===== config.mk =====
export PLATFORM = sky130hd
export DESIGN_NAME = lc3_mem_arbiter
export DESIGN_NICKNAME = d
export VERILOG_FILES = /design/src/rtl/lc3_mem_arbiter.sv
export SDC_FILE = /design/constraint.sdc
export NUM_CORES = 1
export LEC_CHECK = 0
export ABC_AREA = 1
export ABC_CLOCK_PERIOD_IN_PS = 2420
export BUFFER_PORTS_ARGS = -buffer_cell sky130_fd_sc_hd__buf_2
export CAP_MARGIN = 20
export CORE_MARGIN = 2
export CORE_UTILIZATION = 54
export CTS_CLUSTER_SIZE = 8
export DETAILED_ROUTE_END_ITERATION = 16
export GPL_ROUTABILITY_DRIVEN = 0
export PLACE_DENSITY = 0.95
export SLEW_MARGIN = 30
export SYNTH_ARGS = -nofsm -noshare
export SYNTH_HDL_FRONTEND = slang
export SYNTH_SLANG_ARGS = --single-unit

===== constraint.sdc =====
create_clock -name clk -period 2.42 [get_ports clk]
set_input_delay 0.484 -clock clk [delete_from_list [all_inputs] [get_ports clk]]
set_output_delay 0.484 -clock clk [all_outputs]
set_load 0.005 [all_outputs]

===== src/rtl/lc3_mem_arbiter.sv =====
// lc3_mem_arbiter: shares the byte-addressed LC-3 main memory between the
// instruction fetch port (F, word reads only) and the data port (D, byte/word
// read/write). Each access holds mem_en for WAIT_STATES+1 cycles and is then
// acknowledged with a one-cycle rdy pulse. Ties alternate, starting with D.
// Optional feature macro: MEM_ALIGN_CHECK_EN (odd-address word accesses skip
// the memory and complete immediately with a fault pulse).
module lc3_mem_arbiter #(
  parameter int WAIT_STATES = 1,
  parameter int ADDR_W      = 16
) (
  input  logic              clk,
  input  logic              reset,
  input  logic              f_req,
  input  logic [ADDR_W-1:0] f_addr,
  output logic              f_rdy,
  output logic [15:0]       f_rdata,
  input  logic              d_req,
  input  logic              d_we,
  input  logic              d_size,
  input  logic [ADDR_W-1:0] d_addr,
  input  logic [15:0]       d_wdata,
  output logic              d_rdy,
  output logic [15:0]       d_rdata,
  output logic              fault,
  output logic              mem_en,
  output logic              mem_we,
  output logic              mem_size,
  output logic [ADDR_W-1:0] mem_addr,
  output logic [15:0]       mem_wdata,
  input  logic [15:0]       mem_rdata,
  output logic              busy
);

  typedef enum logic [1:0] {
    ST_IDLE   = 2'd0,
    ST_ACCESS = 2'd1,
    ST_DONE   = 2'd2
  } state_t;

  localparam logic       PORT_F = 1'b0;
  localparam logic       PORT_D = 1'b1;
  localparam logic [3:0] WS_C   = 4'(WAIT_STATES);

  state_t              state_r, state_nxt_s;
  logic [3:0]          cnt_r, cnt_nxt_s;

  // latched request of the port currently being served
  logic                last_grant_r;
  logic                gnt_r;
  logic                we_r;
  logic                size_r;
  logic [ADDR_W-1:0]   addr_r;
  logic [15:0]         wdata_r;
  logic                mis_r;

  // arbitration decision (only acted on in IDLE)
  logic                pick_any_s;
  logic                pick_d_s;
  logic                grant_s;
  logic                sel_we_s;
  logic                sel_size_s;
  logic [ADDR_W-1:0]   sel_addr_s;
  logic [15:0]         sel_wdata_s;
  logic                misaligned_s;

  // request fields as they will be after the coming edge
  logic                gnt_nxt_s;
  logic                we_nxt_s;
  logic                size_nxt_s;
  logic [ADDR_W-1:0]   addr_nxt_s;
  logic [15:0]         wdata_nxt_s;
  logic                mis_nxt_s;

  // next values of the registered outputs
  logic                f_rdy_nxt_s, d_rdy_nxt_s, fault_nxt_s;
  logic                mem_en_nxt_s, mem_we_nxt_s, mem_size_nxt_s, busy_nxt_s;
  logic [ADDR_W-1:0]   mem_addr_nxt_s;
  logic [15:0]         mem_wdata_nxt_s;

  logic                f_rdy_r, d_rdy_r, fault_r;
  logic                mem_en_r, mem_we_r, mem_size_r, busy_r;
  logic [ADDR_W-1:0]   mem_addr_r;
  logic [15:0]         mem_wdata_r;
  logic [15:0]         f_rdata_r, d_rdata_r;

  // D wins when alone, or on a tie when F was served last
  assign pick_any_s  = f_req | d_req;
  assign pick_d_s    = d_req & (~f_req | (last_grant_r == PORT_F));
  assign grant_s     = (state_r == ST_IDLE) & pick_any_s;

  // F is always a word read
  assign sel_we_s    = pick_d_s ? d_we    : 1'b0;
  assign sel_size_s  = pick_d_s ? d_size  : 1'b0;
  assign sel_addr_s  = pick_d_s ? d_addr  : f_addr;
  assign sel_wdata_s = pick_d_s ? d_wdata : 16'h0000;

`ifdef MEM_ALIGN_CHECK_EN
  assign misaligned_s = ~sel_size_s & sel_addr_s[0];
`else
  assign misaligned_s = 1'b0;
`endif

  assign gnt_nxt_s   = grant_s ? pick_d_s     : gnt_r;
  assign we_nxt_s    = grant_s ? sel_we_s     : we_r;
  assign size_nxt_s  = grant_s ? sel_size_s   : size_r;
  assign addr_nxt_s  = grant_s ? sel_addr_s   : addr_r;
  assign wdata_nxt_s = grant_s ? sel_wdata_s  : wdata_r;
  assign mis_nxt_s   = grant_s ? misaligned_s : mis_r;

  // State and wait-counter register
  always_ff @(posedge clk) begin
    if (reset) begin
      state_r <= ST_IDLE;
      cnt_r   <= 4'd0;
    end else begin
      state_r <= state_nxt_s;
      cnt_r   <= cnt_nxt_s;
    end
  end

  // Next-state and wait-counter sequencing
  always_comb begin
    state_nxt_s = state_r;
    cnt_nxt_s   = cnt_r;
    case (state_r)
      ST_IDLE: begin
        if (grant_s) begin
          cnt_nxt_s   = 4'd0;
          state_nxt_s = misaligned_s ? ST_DONE : ST_ACCESS;
        end else begin
          state_nxt_s = ST_IDLE;
        end
      end
      ST_ACCESS: begin
        if (cnt_r == WS_C) begin
          state_nxt_s = ST_DONE;
        end else begin
          cnt_nxt_s = cnt_r + 4'd1;
        end
      end
      ST_DONE: begin
        state_nxt_s = ST_IDLE;
      end
      default: begin
        state_nxt_s = ST_IDLE;
        cnt_nxt_s   = 4'd0;
      end
    endcase
  end

  // Output decode from the upcoming state so the outputs can be registered
  always_comb begin
    mem_en_nxt_s    = 1'b0;
    mem_we_nxt_s    = 1'b0;
    mem_size_nxt_s  = 1'b0;
    mem_addr_nxt_s  = '0;
    mem_wdata_nxt_s = 16'h0000;
    f_rdy_nxt_s     = 1'b0;
    d_rdy_nxt_s     = 1'b0;
    fault_nxt_s     = 1'b0;
    if (state_nxt_s == ST_ACCESS) begin
      mem_en_nxt_s    = 1'b1;
      mem_we_nxt_s    = we_nxt_s & (cnt_nxt_s == WS_C);
      mem_size_nxt_s  = size_nxt_s;
      mem_addr_nxt_s  = addr_nxt_s;
      mem_wdata_nxt_s = wdata_nxt_s;
    end else begin
      mem_en_nxt_s = 1'b0;
    end
    if (state_nxt_s == ST_DONE) begin
      f_rdy_nxt_s = (gnt_nxt_s == PORT_F);
      d_rdy_nxt_s = (gnt_nxt_s == PORT_D);
      fault_nxt_s = mis_nxt_s;
    end else begin
      fault_nxt_s = 1'b0;
    end
    busy_nxt_s = (state_nxt_s != ST_IDLE);
  end

  // Latch the granted request and remember who was served last
  always_ff @(posedge clk) begin
    if (reset) begin
      last_grant_r <= PORT_F;
      gnt_r        <= PORT_F;
      we_r         <= 1'b0;
      size_r       <= 1'b0;
      addr_r       <= '0;
      wdata_r      <= 16'h0000;
      mis_r        <= 1'b0;
    end else if (grant_s) begin
      last_grant_r <= pick_d_s;
      gnt_r        <= pick_d_s;
      we_r         <= sel_we_s;
      size_r       <= sel_size_s;
      addr_r       <= sel_addr_s;
      wdata_r      <= sel_wdata_s;
      mis_r        <= misaligned_s;
    end
  end

  // Registered memory-side and handshake outputs
  always_ff @(posedge clk) begin
    if (reset) begin
      mem_en_r    <= 1'b0;
      mem_we_r    <= 1'b0;
      mem_size_r  <= 1'b0;
      mem_addr_r  <= '0;
      mem_wdata_r <= 16'h0000;
      f_rdy_r     <= 1'b0;
      d_rdy_r     <= 1'b0;
      fault_r     <= 1'b0;
      busy_r      <= 1'b0;
    end else begin
      mem_en_r    <= mem_en_nxt_s;
      mem_we_r    <= mem_we_nxt_s;
      mem_size_r  <= mem_size_nxt_s;
      mem_addr_r  <= mem_addr_nxt_s;
      mem_wdata_r <= mem_wdata_nxt_s;
      f_rdy_r     <= f_rdy_nxt_s;
      d_rdy_r     <= d_rdy_nxt_s;
      fault_r     <= fault_nxt_s;
      busy_r      <= busy_nxt_s;
    end
  end

  // Capture read data in the last ACCESS cycle; a misaligned grant zeroes it
  always_ff @(posedge clk) begin
    if (reset) begin
      f_rdata_r <= 16'h0000;
      d_rdata_r <= 16'h0000;
    end else if ((state_r == ST_ACCESS) && (cnt_r == WS_C) && !we_r) begin
      if (gnt_r == PORT_D) begin
        d_rdata_r <= size_r ? {8'h00, mem_rdata[15:8]} : mem_rdata;
      end else begin
        f_rdata_r <= mem_rdata;
      end
    end else if (grant_s && misaligned_s) begin
      if (pick_d_s) begin
        d_rdata_r <= 16'h0000;
      end else begin
        f_rdata_r <= 16'h0000;
      end
    end
  end

  assign f_rdy     = f_rdy_r;
  assign f_rdata   = f_rdata_r;
  assign d_rdy     = d_rdy_r;
  assign d_rdata   = d_rdata_r;
  assign fault     = fault_r;
  assign mem_en    = mem_en_r;
  assign mem_we    = mem_we_r;
  assign mem_size  = mem_size_r;
  assign mem_addr  = mem_addr_r;
  assign mem_wdata = mem_wdata_r;
  assign busy      = busy_r;

endmodule


==> summary.txt <==
Outcome
  – Status: completed

Finish
  – Fin nets: 731
  – Ratio of cells with drive above 1 in the final layout: 33.1%
  – Ant diodes: 0
  – Area Overhead vs Synth: 28.0%
  – Commonest non-fill, non-tap cells in the layout: buf_2 (140), nand2_1 (114), dfxtp_1 (114)
  – Commonest non-fill, non-tap cell in the layout: buf_2
  – Final Util: 72.0%
  – Post-route cell area: 5600 um^2

Drt
  – Via/cell ratio: 5.17
  – Drt wl/cell: 14.2 um
  – DRC: 0
  – M1 WL: 4140 um
  – WL final: 10900 um
  – Met3 wire len: 788 um
  – Routed length on met2: 5670 um
  – Antenna Nets Post-Route: 0
  – Vias: 3993
  – Pre-antenna DRT Iters: 5
  – Initial drt markers: 199
  – Highest Signal Layer: met4

Yosys
  – Yosys warns: 0
  – Post-synth top flop: dfxtp_1
  – Seq/Total Area, Yosys: 52.2%
  – Yosys top cell area share: 52.2%
  – Synth unique cells: 34
  – Synthesized area per cell: 8.38 um^2
  – Post-Syn Instances: 522
  – Synth Register Bits: 114
  – Post-synth ARST share: 0%
  – Largest cells by area after synthesis: dfxtp_1 (52%), nand2_1 (9.8%), nor2_1 (8.2%), a22o_1 (3.2%), inv_1 (3.0%)
  – Post-synth EDFFs: 0
  – Synthesized area: 4370 um^2
  – Syn Nets: 594
  – Post-synth top area cell: dfxtp_1

GRT
  – First-pass GRT wire length: 17000 um
  – Initial antenna violation count: 0
  – Total GRT Usage: 24.8%
  – Total grt overflow: 0
  – Largest net degree at the start of global routing: 38
  – Vias in the first global route: 3817

Clock tree
  – TritonCTS Buffers: 17
  – Root Buffer: clkbuf_8
  – CTS max path bufs: 2
  – Cts hold-fix bufs: 0
  – CTS-repair resized insts: 0
  – TritonCTS clock tree: yes
  – Worst skew pair latency: 0.50 ns
  – # H-tree levels: 4
  – Postcts setup bufs: 0
  – Clock sinks: 114
  – Clk slew on worst S/H paths: 0.05 ns

Setup path
  – CP Cell Sequence: ha_1 -> nand2_4 -> nand2_1 -> nand2_2 -> nand2_4 -> nor2_1 -> nand2_1 -> nor2_1
  – CP max FO: 37
  – Crit path DAT: 2.26 ns
  – R2R cell count: 8
  – Slowest stage cell, crit path: dfxtp_1
  – CP bufs+invs: 0
  – CP top delay family: simple AND/OR/NAND/NOR gates
  – R2R Setup Slk: 0.56 ns
  – Worst setup EP type: flip-flop
  – FF-to-FF Start: cnt_r[0]$_SDFF_PP0_
  – Startpoint Class: flip-flop
  – Cell count along the critical path: 8
  – Critical path class: reg -> reg
  – Worst r2r dst: mem_we$_SDFF_PP0_
  – Req. time, crit path: 2.82 ns
  – CP peak stage delay: 0.50 ns

Power and ir drop
  – Static leakage: 2.67 nW
  – Worst vdd ir: 0.518 mV
  – Pwr Density: 892 nW/um^2

Place
  – Placement Cell Area: 5010 um^2
  – PortBufs: 140
  – HPWL Detailed: 7290 um

Die
  – Die area: 8830 um^2
  – Site row count: 32
  – Die H: 94.0 um
  – Core area: 7770 um^2
  – Initial Util: 56.3%
  – Die span in x: 94.0 um
  – IO Pins: 141

Worst hold path
  – Hold path cells: 3
  – Hold Path Class: in -> reg
  – Worst Hold Launch: mem_rdata[7]
  – Hold EP: f_rdata[7]$_SDFFE_PP0P_

Run
  – Max Cap Viol: 0

STA
  – Final setup viols: 0
  – Setup TNS: 0 ns
  – Max Freq: 0.537 GHz
  – Worst Max-Slew Pin Slew: 0.581 ns
  – Hold Vio Cnt, Final: 0
  – Slew margin rel.: 61.2%
  – Final min period: 1.86 ns
  – Slew Viols, Final: 0
  – RSZ-0062 raised after global routing: false
  – Part of the cycle the worst path needs: 77.0%
  – Max Clock Skew: 0.00855 ns
-- cell type report --
cell class | instances | area [um^2]
clock inverters | 10 | 135
fillers | 582 | 2170
repair buffers | 143 | 723
flip-flops and latches | 114 | 2280
well taps | 102 | 128
multi-input cells | 339 | 1710
inverters | 44 | 171
clock buffers | 20 | 445
-- cells by family after synthesis --
| logic type | share of synthesized area, % |
|---|---|
| AND/OR/NAND/NOR | 24.9 |
| flip-flops | 52.2 |
| AO/OA/AOI/OAI | 13.5 |
| buffers and inverters | 8.70 |
| adder cells (fa/ha/maj) | 0.572 |
| XOR/XNOR | 0.200 |
-- flip-flops by register name (all words and copies together) (netlist names) --
signal,flops
addr_r,16
d_rdata,16
f_rdata,16
mem_addr,16
mem_wdata,16
wdata_r,16
cnt_r,4
state_r,2
busy,1
d_rdy,1
f_rdy,1
fault,1
gnt_r,1
last_grant_r,1
mem_en,1
mem_size,1
mem_we,1
mis_r,1
size_r,1
we_r,1
-- routing by layer --
metal / vias up / global-route usage (%)
met5: - / 0
li1: 1933 / -
met3: 32 / 7.54
met2: 192 / 43.1
met1: 1836 / 27.2
met4: 0 / 12.4
-- metrics by stage --
stage          instances  power, mW  worst slack, ns  hold WS (ns)
2_1_floorplan        522       2.43            0.966         0.422
3_3_place_gp         742       2.57            0.600         0.429
3_5_place_dp         742       2.59            0.540         0.436
4_1_cts              772       5.01            0.586         0.229
5_1_grt              772       5.16            0.463         0.261
6_report             772       4.99            0.557         0.250
-- report_power, final --
part	internal [mW]	switching, mW	leakage [nW]
clock network	1.60	0.820	0.275
registers	1.99	0.0470	0.928
logic	0.198	0.337	1.47
-- cells in the mapped netlist (2+ instances only) --
master	count
a21oi_1	11
a21oi_2	9
a22o_1	16
a31oi_1	14
buf_1	2
buf_2	4
buf_4	4
buf_6	9
clkbuf_1	4
dfxtp_1	114
ha_1	2
inv_1	35
inv_2	6
nand2_1	114
nand2_2	8
nand2_4	3
nand3_1	11
nand3_4	2
nor2_1	96
nor2_2	7
nor2_4	4
nor3_1	2
o21ai_0	17
o21ai_1	12
o21ai_2	7
-- worst max-delay path by stage --
stage               slack, ns                       end                 from
finish                   0.56         mem_we$_SDFF_PP0_  cnt_r[0]$_SDFF_PP0_
floorplan                0.97  d_rdata[11]$_SDFFE_PP0P_  cnt_r[0]$_SDFF_PP0_
CTS                      0.59         mem_we$_SDFF_PP0_  cnt_r[0]$_SDFF_PP0_
global placement         0.60         mem_we$_SDFF_PP0_                reset
detailed placement       0.54     addr_r[14]$_SDFF_PP0_                d_req
global route             0.46         mem_we$_SDFF_PP0_  cnt_r[0]$_SDFF_PP0_
-- tightest hold or removal path, delay by kind of cell --
family                 cells  cell delay (ns)
AOI/OAI and AO/OA          1             0.06
buffers and inverters      1             0.09
and+or+nand+nor            1             0.07
No activity file was read; power rests on OpenSTA's default activity.
